## src/rtl/elevator_controller.sv

```systemverilog
// elevator_controller
//   Three-floor (0..2) elevator controller. Latches hall calls and cab
//   selections into a pending mask, moves the car one floor per
//   TRAVEL_CYCLES, holds the door open DOOR_CYCLES per stop, and parks.
//
//   Optional feature macro: HOME_RETURN_EN
//     defined   -> after HOME_DELAY_CYCLES idle cycles away from floor 0 with
//                  nothing pending, the car travels down to floor 0 (door shut)
//     undefined -> the car parks at its last floor
//
//   Ports
//     clk                          system clock, rising edge
//     rst                          asynchronous reset, active low
//     call_up_0, call_up_1         hall up-calls (floors 0, 1)
//     call_down_1, call_down_2     hall down-calls (floors 1, 2)
//     select_floor_0/1/2           cab selections
//     current_floor[1:0]           car position 0..2
//     door_open                    door open (registered)
//     moving_up, moving_down       motor direction (registered)
module elevator_controller #(
  parameter int unsigned TRAVEL_CYCLES     = 50_000_000,
  parameter int unsigned DOOR_CYCLES       = 30_000_000,
  parameter int unsigned HOME_DELAY_CYCLES = 20_000_000
) (
  input  logic       clk,
  input  logic       rst,
  input  logic       call_up_0,
  input  logic       call_up_1,
  input  logic       call_down_1,
  input  logic       call_down_2,
  input  logic       select_floor_0,
  input  logic       select_floor_1,
  input  logic       select_floor_2,
  output logic [1:0] current_floor,
  output logic       door_open,
  output logic       moving_up,
  output logic       moving_down
);

  localparam int unsigned MAX_TD  = (TRAVEL_CYCLES > DOOR_CYCLES) ? TRAVEL_CYCLES : DOOR_CYCLES;
  localparam int unsigned MAX_CYC = (MAX_TD > HOME_DELAY_CYCLES) ? MAX_TD : HOME_DELAY_CYCLES;
  localparam int unsigned TMR_W   = $clog2(MAX_CYC + 1);

  localparam logic [TMR_W-1:0] TRAVEL_LAST = TMR_W'(TRAVEL_CYCLES - 1);
  localparam logic [TMR_W-1:0] DOOR_LAST   = TMR_W'(DOOR_CYCLES - 1);

  if (TRAVEL_CYCLES < 2) begin : g_bad_travel
    $error("TRAVEL_CYCLES must be >= 2");
  end
  if (DOOR_CYCLES < 1) begin : g_bad_door
    $error("DOOR_CYCLES must be >= 1");
  end
  if (HOME_DELAY_CYCLES < 1) begin : g_bad_home
    $error("HOME_DELAY_CYCLES must be >= 1");
  end

  typedef enum logic [1:0] {IDLE, MOVE_UP, MOVE_DOWN, DOOR_OPEN} state_t;

  state_t           state_q, state_d;
  logic [1:0]       floor_q, floor_d;
  logic [2:0]       pending_q, pending_d;
  logic             dir_up_q, dir_up_d;
  logic [TMR_W-1:0] tmr_q, tmr_d;
  logic             door_q, door_d;
  logic             up_q, up_d;
  logic             dn_q, dn_d;

  logic [2:0] req;
  logic [1:0] floor_up, floor_dn;
  logic       home_cont;

  function automatic logic at_floor(input logic [1:0] f, input logic [2:0] p);
    case (f)
      2'd0:    return p[0];
      2'd1:    return p[1];
      2'd2:    return p[2];
      default: return 1'b0;
    endcase
  endfunction

  function automatic logic req_above(input logic [1:0] f, input logic [2:0] p);
    case (f)
      2'd0:    return p[1] | p[2];
      2'd1:    return p[2];
      default: return 1'b0;
    endcase
  endfunction

  function automatic logic req_below(input logic [1:0] f, input logic [2:0] p);
    case (f)
      2'd1:    return p[0];
      2'd2:    return p[0] | p[1];
      default: return 1'b0;
    endcase
  endfunction

  function automatic logic [2:0] onehot(input logic [1:0] f);
    case (f)
      2'd0:    return 3'b001;
      2'd1:    return 3'b010;
      2'd2:    return 3'b100;
      default: return 3'b000;
    endcase
  endfunction

  // Hall direction is deliberately folded into the per-floor request.
  assign req = {call_down_2 | select_floor_2,
                call_up_1 | call_down_1 | select_floor_1,
                call_up_0 | select_floor_0};

  assign floor_up = floor_q + 2'd1;
  assign floor_dn = floor_q - 2'd1;

`ifdef HOME_RETURN_EN
  logic home_q, home_d;

  // A home trip keeps descending through empty floors only while nothing
  // else is pending; any new request hands control back to the normal rules.
  assign home_cont = home_q && (pending_q == 3'b000) && (floor_dn != 2'd0);

  always_ff @(posedge clk or negedge rst) begin
    if (!rst) home_q <= 1'b0;
    else      home_q <= home_d;
  end
`else
  assign home_cont = 1'b0;
`endif

  always_ff @(posedge clk or negedge rst) begin
    if (!rst) begin
      state_q   <= IDLE;
      floor_q   <= 2'd0;
      pending_q <= 3'b000;
      dir_up_q  <= 1'b1;
      tmr_q     <= '0;
      door_q    <= 1'b0;
      up_q      <= 1'b0;
      dn_q      <= 1'b0;
    end else begin
      state_q   <= state_d;
      floor_q   <= floor_d;
      pending_q <= pending_d;
      dir_up_q  <= dir_up_d;
      tmr_q     <= tmr_d;
      door_q    <= door_d;
      up_q      <= up_d;
      dn_q      <= dn_d;
    end
  end

  always_comb begin
    state_d   = state_q;
    floor_d   = floor_q;
    dir_up_d  = dir_up_q;
    tmr_d     = '0;
    pending_d = pending_q | req;
`ifdef HOME_RETURN_EN
    home_d    = home_q;
`endif
    unique case (state_q)
      IDLE: begin
        if (at_floor(floor_q, pending_q)) begin
          state_d = DOOR_OPEN;
        end else if (dir_up_q && req_above(floor_q, pending_q)) begin
          state_d = MOVE_UP;
        end else if (!dir_up_q && req_below(floor_q, pending_q)) begin
          state_d = MOVE_DOWN;
        end else if (req_above(floor_q, pending_q)) begin
          state_d  = MOVE_UP;
          dir_up_d = 1'b1;
        end else if (req_below(floor_q, pending_q)) begin
          state_d  = MOVE_DOWN;
          dir_up_d = 1'b0;
        end else begin
`ifdef HOME_RETURN_EN
          // Nothing pending here: the timer doubles as the idle counter.
          if (floor_q != 2'd0) begin
            if (tmr_q == TMR_W'(HOME_DELAY_CYCLES - 1)) begin
              state_d  = MOVE_DOWN;
              dir_up_d = 1'b0;
              home_d   = 1'b1;
            end else begin
              tmr_d = tmr_q + 1'b1;
            end
          end
`endif
        end
      end
      MOVE_UP: begin
        if (tmr_q == TRAVEL_LAST) begin
          floor_d = floor_up;
          if (at_floor(floor_up, pending_q))       state_d = DOOR_OPEN;
          else if (req_above(floor_up, pending_q)) state_d = MOVE_UP;
          else                                     state_d = IDLE;
        end else begin
          tmr_d = tmr_q + 1'b1;
        end
      end
      MOVE_DOWN: begin
        if (tmr_q == TRAVEL_LAST) begin
          floor_d = floor_dn;
          if (at_floor(floor_dn, pending_q))                    state_d = DOOR_OPEN;
          else if (req_below(floor_dn, pending_q) || home_cont) state_d = MOVE_DOWN;
          else                                                  state_d = IDLE;
        end else begin
          tmr_d = tmr_q + 1'b1;
        end
      end
      DOOR_OPEN: begin
        // The current floor is being served, so its request never latches;
        // a fresh press instead restarts the dwell.
        pending_d = pending_d & ~onehot(floor_q);
        if (at_floor(floor_q, req)) tmr_d = '0;
        else if (tmr_q == DOOR_LAST) state_d = IDLE;
        else tmr_d = tmr_q + 1'b1;
      end
    endcase
`ifdef HOME_RETURN_EN
    if (state_d != MOVE_DOWN) home_d = 1'b0;
`endif
  end

  // Outputs decode the next state so they change on the same edge as it.
  always_comb begin
    door_d = (state_d == DOOR_OPEN);
    up_d   = (state_d == MOVE_UP);
    dn_d   = (state_d == MOVE_DOWN);
  end

  assign current_floor = floor_q;
  assign door_open     = door_q;
  assign moving_up     = up_q;
  assign moving_down   = dn_q;

endmodule

```

## config.mk

```make
export PLATFORM = sky130hd
export DESIGN_NAME = elevator_controller
export DESIGN_NICKNAME = d
export VERILOG_FILES = /design/src/rtl/elevator_controller.sv
export SDC_FILE = /design/constraint.sdc
export NUM_CORES = 1
export LEC_CHECK = 0
export CAP_MARGIN = 10
export CORE_MARGIN = 10
export CORE_UTILIZATION = 55
export DETAILED_ROUTE_END_ITERATION = 12
export GPL_TIMING_DRIVEN = 0
export PLACE_DENSITY = 0.75
export SYNTH_ARGS = -nofsm -noshare
export SYNTH_HDL_FRONTEND = slang
export SYNTH_SLANG_ARGS = --single-unit
```

## constraint.sdc

```tcl
create_clock -name clk -period 3.1 [get_ports clk]
set_input_delay 0.62 -clock clk [delete_from_list [all_inputs] [get_ports clk]]
set_output_delay 0.62 -clock clk [all_outputs]
set_load 0.02 [all_outputs]
```

# After elaboration in Yosys (flattened, before gate mapping)
# Cells that the tools add are included.
dict set report op_classes {
  n_addsub 3
  multipliers 0
  div 0
  order_cmp 0
  eq_ne 16
  shift 0
  n_mux 60
  bitwise_logic 12
  n_reduce_logical 12
}
# op count
set op_table {}
lappend op_table {{$mux 26} 3}
lappend op_table {{$pmux 26 s2} 1}
lappend op_table {{$mux 1} 29}
lappend op_table {{$mux 2} 14}
lappend op_table {{$add 26x1->26 const B} 1}
lappend op_table {{$eq 26x25->1 const B} 1}
lappend op_table {{$eq 26x26->1 const B} 1}
lappend op_table {{$eq 2x2->1 const B} 7}
lappend op_table {{$pmux 1 s3} 4}
lappend op_table {{$eq 2x1->1 const B} 5}
lappend op_table {{$pmux 3 s3} 1}
lappend op_table {{$logic_not 2->1} 4}
lappend op_table {{$pmux 1 s2} 4}
lappend op_table {{$pmux 2 s4} 1}
lappend op_table {{$mux 3} 2}
lappend op_table {{$or 1x1->1} 6}
lappend op_table {{$reduce_and 5->1} 1}
lappend op_table {{$ne 2x2->1 const B} 2}
lappend op_table {{$pmux 2 s2} 1}
lappend op_table {{$reduce_bool 2->1} 2}
lappend op_table {{$and 3x3->3} 1}
lappend op_table {{$not 1->1} 3}
lappend op_table {{$not 3->3} 1}
lappend op_table {{$or 3x3->3} 1}
lappend op_table {{6 further kinds} 7}
dict set report totals {
  register_bits 37
  latch_bits 0
  ram_bits 0
  mem_bits_ro 0
  in_bits 9
  output_inout_bits 5
  elab_cells 111
  mem_count 0
}

# Longest topological paths before layout
dict set report depth {
  word_depth 26
  ltp_mapped 9
  mapped_depth_nobuf 9
}

# Worst setup path before layout
# OpenSTA, ideal clock, no wires.
dict set report synth_path {
  kind {register to register}
  startpoint {reg floor_q[1] (netlist: current_floor[1])}
  endpoint {reg dn_q (netlist: moving_down)}
  setup_ps 119
  arrival_time_ps 2132
  required_ps 2981
  setup_slack_ps 849
  path_stages_with_launch 10
  n_path_buf 0
  period_less_slack_ps 2251
  cell_sequence {dfrtp_1 -> inv_1 -> ha_1 -> a22oi_1 -> a21oi_1 -> o41ai_1 -> a2111oi_0 -> o211ai_2 -> inv_2 -> and2_1}
}
dict set report synth_via {
  elab_chain_len 14
  word_cells_on_any_way 61
  classes_between {add/sub: 2; eq/ne: 7; mux: 47; reduce/logical: 5}
}
# element line
set synth_rtl {}
lappend synth_rtl {{start, declared} 60} ;# logic [1:0] floor_q, floor_d;
lappend synth_rtl {{start signal, assigned} 141} ;# floor_q <= floor_d;
lappend synth_rtl {{$eq 2x2->1 or $eq 2x1->1 (tied branches)} {73, 90, 82}}
lappend synth_rtl {{$pmux 1 s2} 90} ;# case (f)
lappend synth_rtl {{$mux 1} 168} ;# end else if (req_above(floor_q, pending_q)) begin
lappend synth_rtl {{$mux 1} 166} ;# end else if (!dir_up_q && req_below(floor_q, pending_q)) begin
lappend synth_rtl {{$mux 1} 164} ;# end else if (dir_up_q && req_above(floor_q, pending_q)) begin
lappend synth_rtl {{$mux 1} 162} ;# if (at_floor(floor_q, pending_q)) begin
lappend synth_rtl {{$mux 1} 160} ;# unique case (state_q)
lappend synth_rtl {{$mux 2} 171} ;# end else if (req_below(floor_q, pending_q)) begin
lappend synth_rtl {{$mux 2} 168}
lappend synth_rtl {{$mux 2} 166}
lappend synth_rtl {{$mux 2} 164}
lappend synth_rtl {{$mux 2} 162}
lappend synth_rtl {{$pmux 2 s4 (*)} 160}
lappend synth_rtl {{net state_d[1]} 59} ;# state_t state_q, state_d;
lappend synth_rtl {{$eq 2x2->1 (*)} 227} ;# dn_d = (state_d == MOVE_DOWN);
lappend synth_rtl {{net dn_d} 66} ;# logic dn_q, dn_d;
lappend synth_rtl {{end signal, assigned} 147} ;# dn_q <= dn_d;
lappend synth_rtl {{end, declared} 66}
# Mark *: on every way through the listed nets, which the timed path passes. The rest lies on a longest branch. The select of a mux whose other input is x is not followed.
# A chain may end at the register's enable or synchronous reset.

# Worst setup path after layout
dict set report layout_path {
  startpoint {reg tmr_q[0]}
  endpoint {reg tmr_q[3]}
}
dict set report layout_via {
  elab_chain_len 4
  word_cells_on_any_way 7
  classes_between {add/sub: 1; eq/ne: 2; mux: 4}
}
# element line
set layout_rtl {}
lappend layout_rtl {{start, declared} 63} ;# logic [TMR_W-1:0] tmr_q, tmr_d;
lappend layout_rtl {{start signal, assigned} 144} ;# tmr_q <= tmr_d;
lappend layout_rtl {{$add 26x1->26 or $eq 26x25->1 (tied branches)} --}
lappend layout_rtl {{$mux 26} 214} ;# else if (tmr_q == DOOR_LAST) state_d = IDLE;
lappend layout_rtl {{$mux 26} 213} ;# if (at_floor(floor_q, req)) tmr_d = '0;
lappend layout_rtl {{$pmux 26 s2 (*)} 160}
lappend layout_rtl {{net tmr_d[3]} 63}
# Mark *: on every way through the listed nets, which the timed path passes. The rest lies on a longest branch.

==> impl_metrics.toml <==
[placement]
dp.cells = 297
place_congestion = 0.8246
io_buffer_count = 13
place_ws_ns = 0.5593
dp_hpwl_um = 3394

[floorplan]
rows = 22
die_area_um2 = 6884
ios = 14
start_util_pct = 58.26
die_w_um = 82.97
core_um2 = 3744
fp.dieH_um = 82.97

[worst_setup_path]
arrival_ns = 2.73
reg2regPathDepth = 8
r2r_slack_ns = 0.55
required_ns = 3.28
crit_end = "tmr_q[3]$_DFF_PN0_"
critPathLaunchType = "flop"
reg2reg_from = "tmr_q[0]$_DFF_PN0_"
endpoint_kind = "flop"
r2r-end = "tmr_q[3]$_DFF_PN0_"
crit_path_max_fanout = 10
worstSetupPathType = "flop to flop"
crit_start = "tmr_q[0]$_DFF_PN0_"

[timing]
worst_slew_pin_slew_ns = 0.8183
setup_viol = 0
clock_skew_ns = 0.004760
worst_slack_ns = 0.5480
tns_ns = 0
fmax_mhz = 391.9
finalCritPeriodShare_pct = 82.32
slew_viol_final = 0
rsz0062_at_grt = "no"
finalCriticalPeriod_ns = 2.552
slew_headroom_pct = 45.44
final_hold_viol_count = 0

[pwr]
p_per_area_nw_per_um2 = 603.6
leakagePower_nw = 1.013
peakVddDrop_mv = 0.4243

[clock_tree]
max-clock-path-buffers = 2
cts.sinks = 37
htree_levels = 2
cts_resized = 0
clk_pin_slew_ns = 0.07
postCtsSetupRepairBufs = 0
cts_tree = "done"
cts_hold_buf = 0
cts_buffers = 5
clock_latency_ns = 0.29
cts_root_buf = "clkbuf_8"

[yosys]
synthTopCellsByArea = "dfrtp_1, ha_1, nor2_1"
syn_area_um2 = 2181
synth_top_area_share_pct = 41.31
syn-mean-instance-area_um2 = 9.241
yosys.area.top_type = "dfrtp_1"
yosys_warnings = 0
synthArstFlopShare_pct = 100.0
postSynth.topFlopCell = "dfrtp_1"
yosys_register_bits = 37
synth_cell_type_count = 41
synth_edf_count = 0
yosysSeqAreaShare_pct = 42.51
postSynthCellCount = 236
syn_nets = 259

[global_route]
gr-usage-all-layers_pct = 13.56
grt_pass1_wl_um = 7990
grt-ovfl-total = 0
grt_pass1_vias = 1688
grt_max_degree = 38
antenna_found_initial = 0

[final_layout]
area_growth_pct = 13.25
drive_gt1_share_pct = 7.031
fin_cells = 304
layout_common_cells = "nor2_1, dfrtp_1, nand2_1"
final_common_cell = "nor2_1"
diodes = 0
nets = 279

[routing]
dr_total_vias = 1761
ant_nets = 0
drtPass1Iterations = 4
viasPerCell = 5.793
detail_route.wirelength_um = 4652
wl_per_cell_um = 15.30
drcViolationCount = 0
drtIter0Drc = 214

[hold_path]
hp-class = "input pin to asynchronous set/reset pin"

[status]
status = "finished clean"

[run]
cap_violations = 0
## registers in the layout, summed over array words and instances, names as in the netlist
signal,cells
current_floor,2
dir_up_q,1
moving_up,1
moving_down,1
tmr_q,26
door_open,1
state_q,2
pending_q,3
## cell usage after synthesis (3+ instances only)
library cell  instances
nor2_1               40
xor2_1               17
ha_1                 14
dfrtp_1              36
nand4_1               7
xnor2_1               8
inv_1                 7
nor4_1                4
o31ai_1               3
nand3_1              18
and4_1                3
nand2_1              21
o21ai_0               8
nor3_1                7
a21oi_1               7
## report_power, final
| part | internal [W] | switching [W] | leakage (nW) |
|---|---|---|---|
| Clock | 0.000234 | 0.000167 | 0.0540 |
| Combinational | 0.000199 | 0.000320 | 0.467 |
| Sequential | 0.000532 | 0.0000389 | 0.491 |
## through the flow
stage / hold slack (ns) / utilization (%) / instance area (um2) / total power (W)
after floorplan: 0.3244 / - / 2181 / 0.0009416
after global placement: 0.4775 / 63.34 / 2371 / 0.001102
after detailed placement: 0.4925 / 63.20 / 2366 / 0.001106
after CTS: 0.4493 / 65.98 / 2470 / 0.001511
after global routing: 0.4817 / 65.98 / 2470 / 0.001591
final: 0.4194 / 65.98 / 2470 / 0.001491
## critical path, cell delays in order, from the launching register on
cell and delay (ns):
dfrtp_1 0.39, ha_1 0.22, and4_1 0.31, nand4_1 0.31, nor2_1 0.42, nor2b_1 0.10
o21bai_2 0.36, buf_4 0.26, nor2_1 0.07
## cell type report
cell class	count	area, um2
buffer	2	15.01
clock buffer	5	68.82
clock inverter	2	35.03
fill	306	1274
inverter	8	30.03
multi-input combinational	189	1209
sequential	37	927.1
tap	48	60.06
timing repair buffer	13	125.1
## per-layer routing
| layer | up-vias | wire length (um) | part of all wire, % | GRT usage [%] |
|---|---|---|---|---|
| met4 | 0 | 74 | 1.6 | 5.538 |
| li1 | 872 | - | - | - |
| met3 | 9 | 201 | 4.3 | 3.418 |
| met1 | 833 | 2242 | 48 | 18.45 |
| met5 | - | 0 | 0 | 0 |
| met2 | 47 | 2133 | 46 | 19.76 |
## kinds of logic (layout without fill, tap and decap cells)
| family | count (synthesis) | after routing | share of synthesized area (%) |
|---|---|---|---|
| buf+inv | 10 | 30 | 2.065 |
| simple gates | 114 | 114 | 25.24 |
| compound gates | 36 | 36 | 12.11 |
| flops | 37 | 37 | 42.51 |
| fa+ha+maj | 14 | 14 | 8.032 |
| xor+xnor | 25 | 25 | 10.04 |
## worst min-delay path by stage
stage	slack, ns	endpoint	start
5_1_grt	0.48	tmr_q[14]$_DFF_PN0_	rst
3_3_place_gp	0.48	tmr_q[0]$_DFF_PN0_	tmr_q[0]$_DFF_PN0_
2_1_floorplan	0.32	current_floor[0]$_DFFE_PN0P_	rst
4_1_cts	0.45	tmr_q[14]$_DFF_PN0_	rst
3_5_place_dp	0.49	tmr_q[0]$_DFF_PN0_	tmr_q[0]$_DFF_PN0_
6_report	0.42	tmr_q[14]$_DFF_PN0_	rst
(Power assumes the default switching activity.)
